$ cat src/rtl/sr_deser_rx.sv
// Serial-in/parallel-out receiver: assembles WIDTH-bit words from sin on en strobes and holds them on dout with valid/ready.
// Optional even-parity bit after each word when SR_DESER_PARITY_EN is defined.
module sr_deser_rx #(
  parameter int WIDTH     = 8,
  parameter bit MSB_FIRST = 1'b1
) (
  input  logic                       clk,
  input  logic                       reset,
  input  logic                       sin,
  input  logic                       en,
  input  logic                       clr,
  output logic [WIDTH-1:0]           dout,
  output logic                       dout_valid,
  input  logic                       dout_ready,
  output logic [$clog2(WIDTH+1)-1:0] bit_cnt,
  output logic                       overrun,
  output logic                       parity_err
);

  localparam int CW = $clog2(WIDTH+1);

`ifdef SR_DESER_PARITY_EN
  typedef enum logic {COLLECT = 1'b0, PARITY = 1'b1} state_t;
`else
  typedef enum logic {COLLECT = 1'b0} state_t;
`endif

  state_t            state, state_nxt;
  logic [WIDTH-1:0]  sh, sh_nxt, shifted, word;
  logic [CW-1:0]     cnt, cnt_nxt;
  logic              deliver;
`ifdef SR_DESER_PARITY_EN
  logic              perr_new;
`endif

  assign shifted = MSB_FIRST ? {sh[WIDTH-2:0], sin} : {sin, sh[WIDTH-1:1]};

  always_comb begin
    state_nxt = state;
    sh_nxt    = sh;
    cnt_nxt   = cnt;
    deliver   = 1'b0;
    word      = shifted;
`ifdef SR_DESER_PARITY_EN
    perr_new  = 1'b0;
`endif
    if (clr) begin
      state_nxt = COLLECT;
      sh_nxt    = '0;
      cnt_nxt   = '0;
    end else if (en) begin
`ifdef SR_DESER_PARITY_EN
      if (state == PARITY) begin
        // word waits in sh during PARITY; this strobe carries the parity bit
        deliver   = 1'b1;
        word      = sh;
        perr_new  = (^sh) ^ sin;
        state_nxt = COLLECT;
      end else
`endif
      begin
        sh_nxt = shifted;
        if (cnt == CW'(WIDTH-1)) begin
          cnt_nxt = '0;
`ifdef SR_DESER_PARITY_EN
          state_nxt = PARITY;
`else
          deliver = 1'b1;
`endif
        end else begin
          cnt_nxt = cnt + CW'(1);
        end
      end
    end
  end

  always_ff @(posedge clk or negedge reset) begin
    if (!reset) begin
      state <= COLLECT;
      sh    <= '0;
      cnt   <= '0;
    end else begin
      state <= state_nxt;
      sh    <= sh_nxt;
      cnt   <= cnt_nxt;
    end
  end

  // a full holding register only takes a new word if it is being drained this edge
  always_ff @(posedge clk or negedge reset) begin
    if (!reset) begin
      dout       <= '0;
      dout_valid <= 1'b0;
      overrun    <= 1'b0;
    end else begin
      if (deliver && (!dout_valid || dout_ready)) begin
        dout       <= word;
        dout_valid <= 1'b1;
      end else if (dout_valid && dout_ready) begin
        dout_valid <= 1'b0;
      end
      if (clr)
        overrun <= 1'b0;
      else if (deliver && dout_valid && !dout_ready)
        overrun <= 1'b1;
    end
  end

`ifdef SR_DESER_PARITY_EN
  always_ff @(posedge clk or negedge reset) begin
    if (!reset)
      parity_err <= 1'b0;
    else if (deliver && (!dout_valid || dout_ready))
      parity_err <= perr_new;
  end

  assign bit_cnt = (state == PARITY) ? CW'(WIDTH) : cnt;
`else
  assign parity_err = 1'b0;
  assign bit_cnt    = cnt;
`endif

endmodule

$ cat config.mk
export PLATFORM = sky130hd
export DESIGN_NAME = sr_deser_rx
export DESIGN_NICKNAME = d
export VERILOG_FILES = /design/src/rtl/sr_deser_rx.sv
export SDC_FILE = /design/constraint.sdc
export NUM_CORES = 1
export LEC_CHECK = 0
export CAP_MARGIN = 10
export CORE_MARGIN = 2
export CORE_UTILIZATION = 45
export DETAILED_ROUTE_END_ITERATION = 12
export PLACE_DENSITY_LB_ADDON = 0.08
export SYNTH_ARGS = -nofsm -noshare
export SYNTH_HDL_FRONTEND = slang
export SYNTH_SLANG_ARGS = --single-unit
$ cat constraint.sdc
create_clock -name clk -period 2.8 [get_ports clk]
set_input_delay 0.56 -clock clk [delete_from_list [all_inputs] [get_ports clk]]
set_output_delay 0.56 -clock clk [all_outputs]
set_load 0.005 [all_outputs]
After elaboration in Yosys (flattened, before gate mapping)
Cells that the tools add are included.
{"block": "word_totals", "out_inout_bits": 15, "memories": 0, "latchBits": 0, "rom_bits": 0, "elab_cells": 29, "register_bits": 21, "mem_bits_rw": 0}
{"block": "classes", "n_reduce_logical": 10, "n_addsub": 1, "n_div": 0, "shift": 0, "magnitude_cmp": 0, "mul": 0, "eq_ne": 1, "bitwise": 0, "muxes": 12}
{"operator": "2-to-1 mux 7 bit", "n": 2}
{"operator": "2-to-1 mux 4 bit", "n": 3}
{"operator": "2-to-1 mux 1 bit", "n": 7}
{"operator": "nonzero test 2 bit", "n": 3}
{"operator": "adder 4 x 1 -> 4 bit (second input constant)", "n": 1}
{"operator": "equality test 4 x 3 -> 1 bit (second input constant)", "n": 1}
{"operator": "logical AND 1 bit", "n": 4}
{"operator": "zero test 1 bit", "n": 2}
{"operator": "logical OR 1 bit", "n": 1}

Logic depth before layout (Yosys ltp)
Gate-level depths: netlist of the first run.
{"block": "logic_depth", "ltp_word": 8, "mapped_depth": 4, "ltp_nobuf": 4}

Worst setup path before layout of the first run
OpenSTA, ideal clock, no wires.
{"block": "synth_path", "path_kind": "in2reg", "start": "in dout_ready", "end": "reg dout[0]", "n_path_buf": 0, "arrival_ns": 1.375, "stages": 3, "setup_slack_ns": 1.300, "setup_time_ns": 0.125, "required_ns": 2.675, "cell_sequence": "or2b_2 -> nand4_4 -> mux2_2"}
{"block": "synth_between", "elab_chain_len": 2}
{"element": "from (decl)", "line": "14", "text": "input logic dout_ready,"}
{"element": "logical OR 1 bit", "line": "96", "text": "if (deliver && (!dout_valid || dout_ready)) begin"}
{"element": "logical AND 1 bit", "line": "96"}
{"element": "to (signal assigned)", "line": "97", "text": "dout <= word;"}
{"element": "to (decl)", "line": "12", "text": "output logic [WIDTH-1:0] dout,"}
Every way passes these cells.
A chain may end at the register's enable or synchronous reset.

Worst setup path after layout of the first run
{"block": "layout_path", "start": "reg cnt[3], in the netlist bit_cnt[3]", "end": "out bit_cnt[3]"}
{"element": "from (decl)", "line": "30", "text": "logic [CW-1:0] cnt, cnt_nxt;"}
{"element": "from (signal assigned)", "line": "85", "text": "cnt <= cnt_nxt;"}
{"element": "to (decl)", "line": "15", "text": "output logic [$clog2(WIDTH+1)-1:0] bit_cnt,"}
No word-level cell between the ends.

==> impl_metrics.json, run 1 <==
{
  "cellInternalPower_mw": 0.382,
  "drt_iter0_markers": 1,
  "placed_area_mm2": 0.00113,
  "n_antenna_cell": 0,
  "hold_viol": 0,
  "ff2ff_setup_slack_ns": 1.38,
  "antenna_found_initial": 0,
  "power_frac_comb": 0.079,
  "worstPathMaxFanout": 5,
  "synth_top_cell_area_share": 0.580,
  "synth.yosys.warnings": 0,
  "slew_viol_final": 0,
  "htreeDepth": 1,
  "dr.pass1.iters": 2,
  "cts_made_buffers": 3,
  "vias_per_cell": 4.91,
  "switching_power_mw": 0.108,
  "grt_first_pass_wirelength_um": 2530,
  "yosys-top-cells-area": "dfrtp_1 58%, mux2i_1 8.8%, mux2_2 6.2%",
  "cts-root-buf": "clkbuf_4",
  "ir_drop_mv": 0.297,
  "swShare": 0.221,
  "holdPathStages": 1,
  "end_kind": "output pin",
  "cts.sinks": 21,
  "p_leak_nw": 0.555,
  "clock_path_buffers": 2,
  "ioPinCount": 21,
  "fin_area_mm2": 0.00116,
  "syn_area_per_cell_um2": 13.1,
  "die_area_mm2": 0.00239,
  "rsz0062_at_grt": "false",
  "drc_errors": 0,
  "crit_arrival_ns": 1.28,
  "timing.rr.start": "bit_cnt[0]$_DFFE_PN0P_",
  "p_clk_frac": 0.287,
  "fin_skew_ns": 0.00481,
  "critPathTopFamily": "buffers and inverters",
  "outcome": "complete, no violations",
  "ys_ff_latch": 21,
  "grt_overflow": 0,
  "synth_cells": 69,
  "ff2ff_path_depth": 3,
  "yosys.area.top_type": "dfrtp_1",
  "synth.cell_area_um2": 906,
  "crit_buf_inv": 1,
  "cts_resized": 0,
  "max_freq_mhz": 544,
  "drive_gt1_frac": 0.187,
  "port_buffers": 19,
  "fin_tns_setup_ns": 0,
  "grt_pass1_vias": 606,
  "worstSetupStartpointType": "register",
  "grt_start_max_net_pins": 22,
  "wl_per_cell_um": 12.3,
  "min_period_over_period": 0.657,
  "area_delta_synth_final_pct": 27.8,
  "tritoncts": "yes",
  "criticalPathCategory": "reg2out",
  "hold_end": "dout[4]$_DFFE_PN0P_",
  "design.core.area_mm2": 0.00192,
  "routabilityCongestion": 0.735,
  "crit_path_cell_trace": "clkdlybuf4s50_1",
  "clkTransAtPathRegs_ns": 0.11,
  "synth_cell_types": 24,
  "finalSetupViolations": 0,
  "p_per_area_mw_per_mm2": 424,
  "track_usage": 0.135,
  "synthesis.nets": 76,
  "cap_violations": 0,
  "min-delay-start": "dout[4]$_DFFE_PN0P_",
  "postCtsHoldBufs": 0,
  "final_nets": 99,
  "cts_setup_buffers": 0,
  "cp_slowest_stage_delay_ns": 0.53,
  "clk_latency_ns": 0.29,
  "finalWirelength_um": 1450,
  "die_w_um": 48.9,
  "hpwl_um": 1060,
  "seqPwrFrac": 0.634,
  "antenna_left": 0,
  "cp.required_ns": 2.24,
  "row_count": 16,
  "via_count": 579,
  "hold_class": "reg2reg",
  "r2r-end": "dout[7]$_DFFE_PN0P_",
  "die_h_um": 48.9,
  "initial_utilization": 0.471,
  "synth-seq-area-share": 0.580,
  "fin_crit_ns": 1.84,
  "cpMaxStageDelayCell": "clkdlybuf4s50_1"
}
==> flip-flops by register name (all words and copies together) (netlist names) <==
signal      flops
sh              7
dout            8
dout_valid      1
overrun         1
bit_cnt         4
==> final cells by class <==
type | count | area (µm²)
inverters | 1 | 3.75
multi-input cells | 43 | 355
repair buffers | 22 | 213
fillers | 176 | 764
well taps | 27 | 33.8
flip-flops and latches | 21 | 526
clock buffers | 4 | 26.3
==> Yosys cell counts (all sizes together) <==
master	instances
mux2i	8
dfrtp	21
or3	1
ha	1
nor2	9
nand3b	2
inv	1
xor2	1
nand4	2
a21oi	2
conb	1
nand2	3
or2b	1
buf	2
o22ai	1
mux2	8
nor3b	1
nand2b	1
nand3	1
clkbuf	2
==> per-layer routing <==
metal | vias to the layer above | part of all wire | GRT usage | wire, µm
met2 | 12 | 0.49 | 0.235 | 710
met4 | 0 | 0.0097 | 0.0571 | 14
met3 | 2 | 0.043 | 0.0399 | 62
met5 | - | 0 | 0 | 0
met1 | 287 | 0.46 | 0.154 | 659
li1 | 278 | - | - | -
==> power groups by stage <==
stage,clock network [mW],logic [mW],registers (mW)
floorplan,0,0.0171,0.316
global placement,0,0.0389,0.317
detailed placement,0,0.0396,0.317
CTS,0.148,0.0398,0.311
global route,0.162,0.0428,0.312
finish,0.141,0.0386,0.311
==> worst max path at each step <==
| stage | startpoint | to | slack, ns | cells after the start |
|---|---|---|---|---|
| after floorplan | dout_ready | dout[0]$_DFFE_PN0P_ | 1.30 | 3 |
| after global placement | en | dout[5]$_DFFE_PN0P_ | 0.76 | 3 |
| after detailed placement | en | dout[7]$_DFFE_PN0P_ | 0.72 | 3 |
| after CTS | bit_cnt[3]$_DFFE_PN0P_ | bit_cnt[3] | 0.94 | 1 |
| after global routing | bit_cnt[3]$_DFFE_PN0P_ | bit_cnt[3] | 0.89 | 1 |
| final | bit_cnt[3]$_DFFE_PN0P_ | bit_cnt[3] | 0.96 | 1 |
==> placed cells by master, fill, tap and decap left out <==
cell,netlist,routed
nand2b_1,1,1
nand3_1,1,1
clkdlybuf4s50_1,0,19
mux2_2,5,5
or2b_2,1,1
nand2_1,3,3
dfrtp_1,21,21
buf_4,1,3
clkbuf_4,0,3
o22ai_1,1,1
nand4_4,1,1
inv_1,1,1
or3_1,1,1
nand4_1,1,1
nand3b_1,2,2
mux2i_1,8,8
ha_1,1,1
mux2_4,3,3
clkbuf_1,1,1
nor2_1,9,9
nor3b_4,1,1
conb_1,1,1
xor2_1,1,1
a21oi_1,2,2
==> per-stage QoR <==
step	total power [mW]	std cells	util	hold WS, ns	setup slack (ns)
after detailed placement	0.357	114	0.589	0.497	0.725
after floorplan	0.334	69	-	0.264	1.30
after global routing	0.516	118	0.602	0.537	0.895
after global placement	0.356	114	0.589	0.491	0.757
final	0.490	118	0.602	0.516	0.961
after CTS	0.498	118	0.602	0.523	0.942
==> cells by family after synthesis <==
group / after synthesis / synth area share
flops: 21 / 0.580
simple gates: 21 / 0.146
mux: 16 / 0.200
buf+inv: 5 / 0.0276
compound gates: 3 / 0.0180
fa+ha+maj: 1 / 0.0138
other cells: 1 / 0.00414
xor+xnor: 1 / 0.00967
Note: power is estimated with default switching activity, not from simulation.
==> run 2: changes to the inputs <==
Settings changed: CORE_UTILIZATION 45 to 43.
Clock period 2.8 ns to 1.6 ns, I/O delays scaled along.
==> impl_metrics.json, run 2 (synthesized netlist as in run 1, its figures left out) <==
{
  "setup_slack_ns": 0.0592,
  "drc_errors": 0,
  "p_leak_nw": 0.580,
  "tritoncts": "yes",
  "drt_iter0_markers": 7,
  "hpwl_um": 1030,
  "die_area_mm2": 0.00249,
  "largest_register_ffs": 8,
  "via_count": 585,
  "regMostFlops": "dout",
  "cts_made_buffers": 3,
  "timing.rr.start": "bit_cnt[3]$_DFFE_PN0P_",
  "ioPinCount": 21,
  "n_antenna_cell": 0,
  "place_ws_ns": -0.163,
  "postCtsHoldBufs": 0,
  "ff2ff_path_depth": 4,
  "hold_viol": 0,
  "ir_drop_mv": 0.632,
  "grt_pass1_vias": 564,
  "vias_per_cell": 4.76,
  "cp.required_ns": 1.28,
  "grt_overflow": 0,
  "crit_arrival_ns": 1.22,
  "antenna_found_initial": 0,
  "htreeDepth": 1,
  "finalSetupViolations": 0,
  "worstPathMaxFanout": 4,
  "dr.pass1.iters": 4,
  "critPathTopFamily": "buffers and inverters",
  "crit_buf_inv": 1,
  "final_cell_mix": "20 x dfrtp_1, 19 x clkdlybuf4s50_1, 9 x nor2_1, 8 x mux2i_1, 8 x buf_4",
  "die_h_um": 49.9,
  "port_buffers": 19,
  "wl_per_cell_um": 12.5,
  "crit_path_start": "bit_cnt[1]$_DFFE_PN0P_",
  "cpMaxStageDelayCell": "clkdlybuf4s50_1",
  "drive_gt1_frac": 0.240,
  "hold_class": "in2async",
  "die_w_um": 49.9,
  "antenna_left": 0,
  "area_delta_synth_final_pct": 32.0,
  "clock_path_buffers": 2,
  "grt_start_max_net_pins": 22,
  "p_per_area_mw_per_mm2": 724,
  "worstSetupStartpointType": "register",
  "rsz0062_at_grt": "false",
  "final_common_cell": "dfrtp_1",
  "end_kind": "output pin",
  "criticalPathCategory": "reg2out",
  "cts.sinks": 21,
  "slew_viol_final": 0,
  "max_freq_mhz": 649,
  "row_count": 16,
  "initial_utilization": 0.457,
  "crit_path_cell_trace": "clkdlybuf4s50_1",
  "cp.depth": 1,
  "p_total_mw": 0.866,
  "routabilityCongestion": 0.712,
  "finalWirelength_um": 1540,
  "clk_latency_ns": 0.30,
  "cap_violations": 0,
  "clkTransAtPathRegs_ns": 0.11,
  "min_period_over_period": 0.963,
  "grt_first_pass_wirelength_um": 2610,
  "cts-root-buf": "clkbuf_4",
  "cp_slowest_stage_delay_ns": 0.52,
  "fin_crit_ns": 1.54,
  "final_nets": 104,
  "track_usage": 0.138,
  "fin_skew_ns": 0.00705,
  "final_core_utilization": 0.604,
  "outcome": "complete, no violations",
  "design.core.area_mm2": 0.00198
}
==> run 2: through the flow <==
stage	setup TNS (ns)	std cells	hold slack, ns	instance area, µm²
floorplan	0	69	0.0244	906
global placement	-1.15	115	0.494	1140
detailed placement	-1.16	115	0.497	1140
CTS	0	120	0.346	1170
global route	0	123	0.369	1200
finish	0	123	0.342	1200
==> run 2: layout make-up <==
type	instances	area, µm²
inverter	1	3.75
multi-input combinational	43	355
fill	168	786
clock buffer	4	26.3
tap	27	33.8
timing repair buffer	27	250
sequential	21	527
==> run 2: power by group <==
group / internal [mW] / leakage, nW / switching (mW)
clock: 0.0973 / 0.0150 / 0.151
combinational: 0.0382 / 0.275 / 0.0367
sequential: 0.537 / 0.289 / 0.00542
==> run 2: final timing paths <==
check	end	slack (ns)
setup reg to reg	dout[7]$_DFFE_PN0P_	0.11
max in group asynchronous	bit_cnt[3]$_DFFE_PN0P_	1.04
min in group clk	dout[3]$_DFFE_PN0P_	0.52
setup / recovery	bit_cnt[1]	0.06
hold / removal	bit_cnt[3]$_DFFE_PN0P_	0.34
hold reg to reg	dout[3]$_DFFE_PN0P_	0.52
==> run 2: what timing repair did <==
| action | in CTS | in global routing |
|---|---|---|
| resized for setup | 1 | 0 |
| endpoints found under the setup margin | 2 | 2 |
| pin swaps | 0 | 0 |
| setup buffers | 1 | 3 |
==> run 2: worst reg2reg max path: cells and delay by family (launching register included) <==
family / cells / cell delay, ns
buffers and inverters: 1 / 0.14
DFF: 1 / 0.43
muxes: 1 / 0.36
and+or+nand+nor: 2 / 0.45
==> run 2: metal layers <==
| layer | track usage | wire length, µm | vias to the layer above |
|---|---|---|---|
| li1 | - | - | 287 |
| met2 | 0.207 | 679 | 15 |
| met4 | 0.0417 | 14 | 0 |
| met1 | 0.186 | 743 | 280 |
| met5 | 0 | 0 | - |
| met3 | 0.0515 | 97 | 3 |
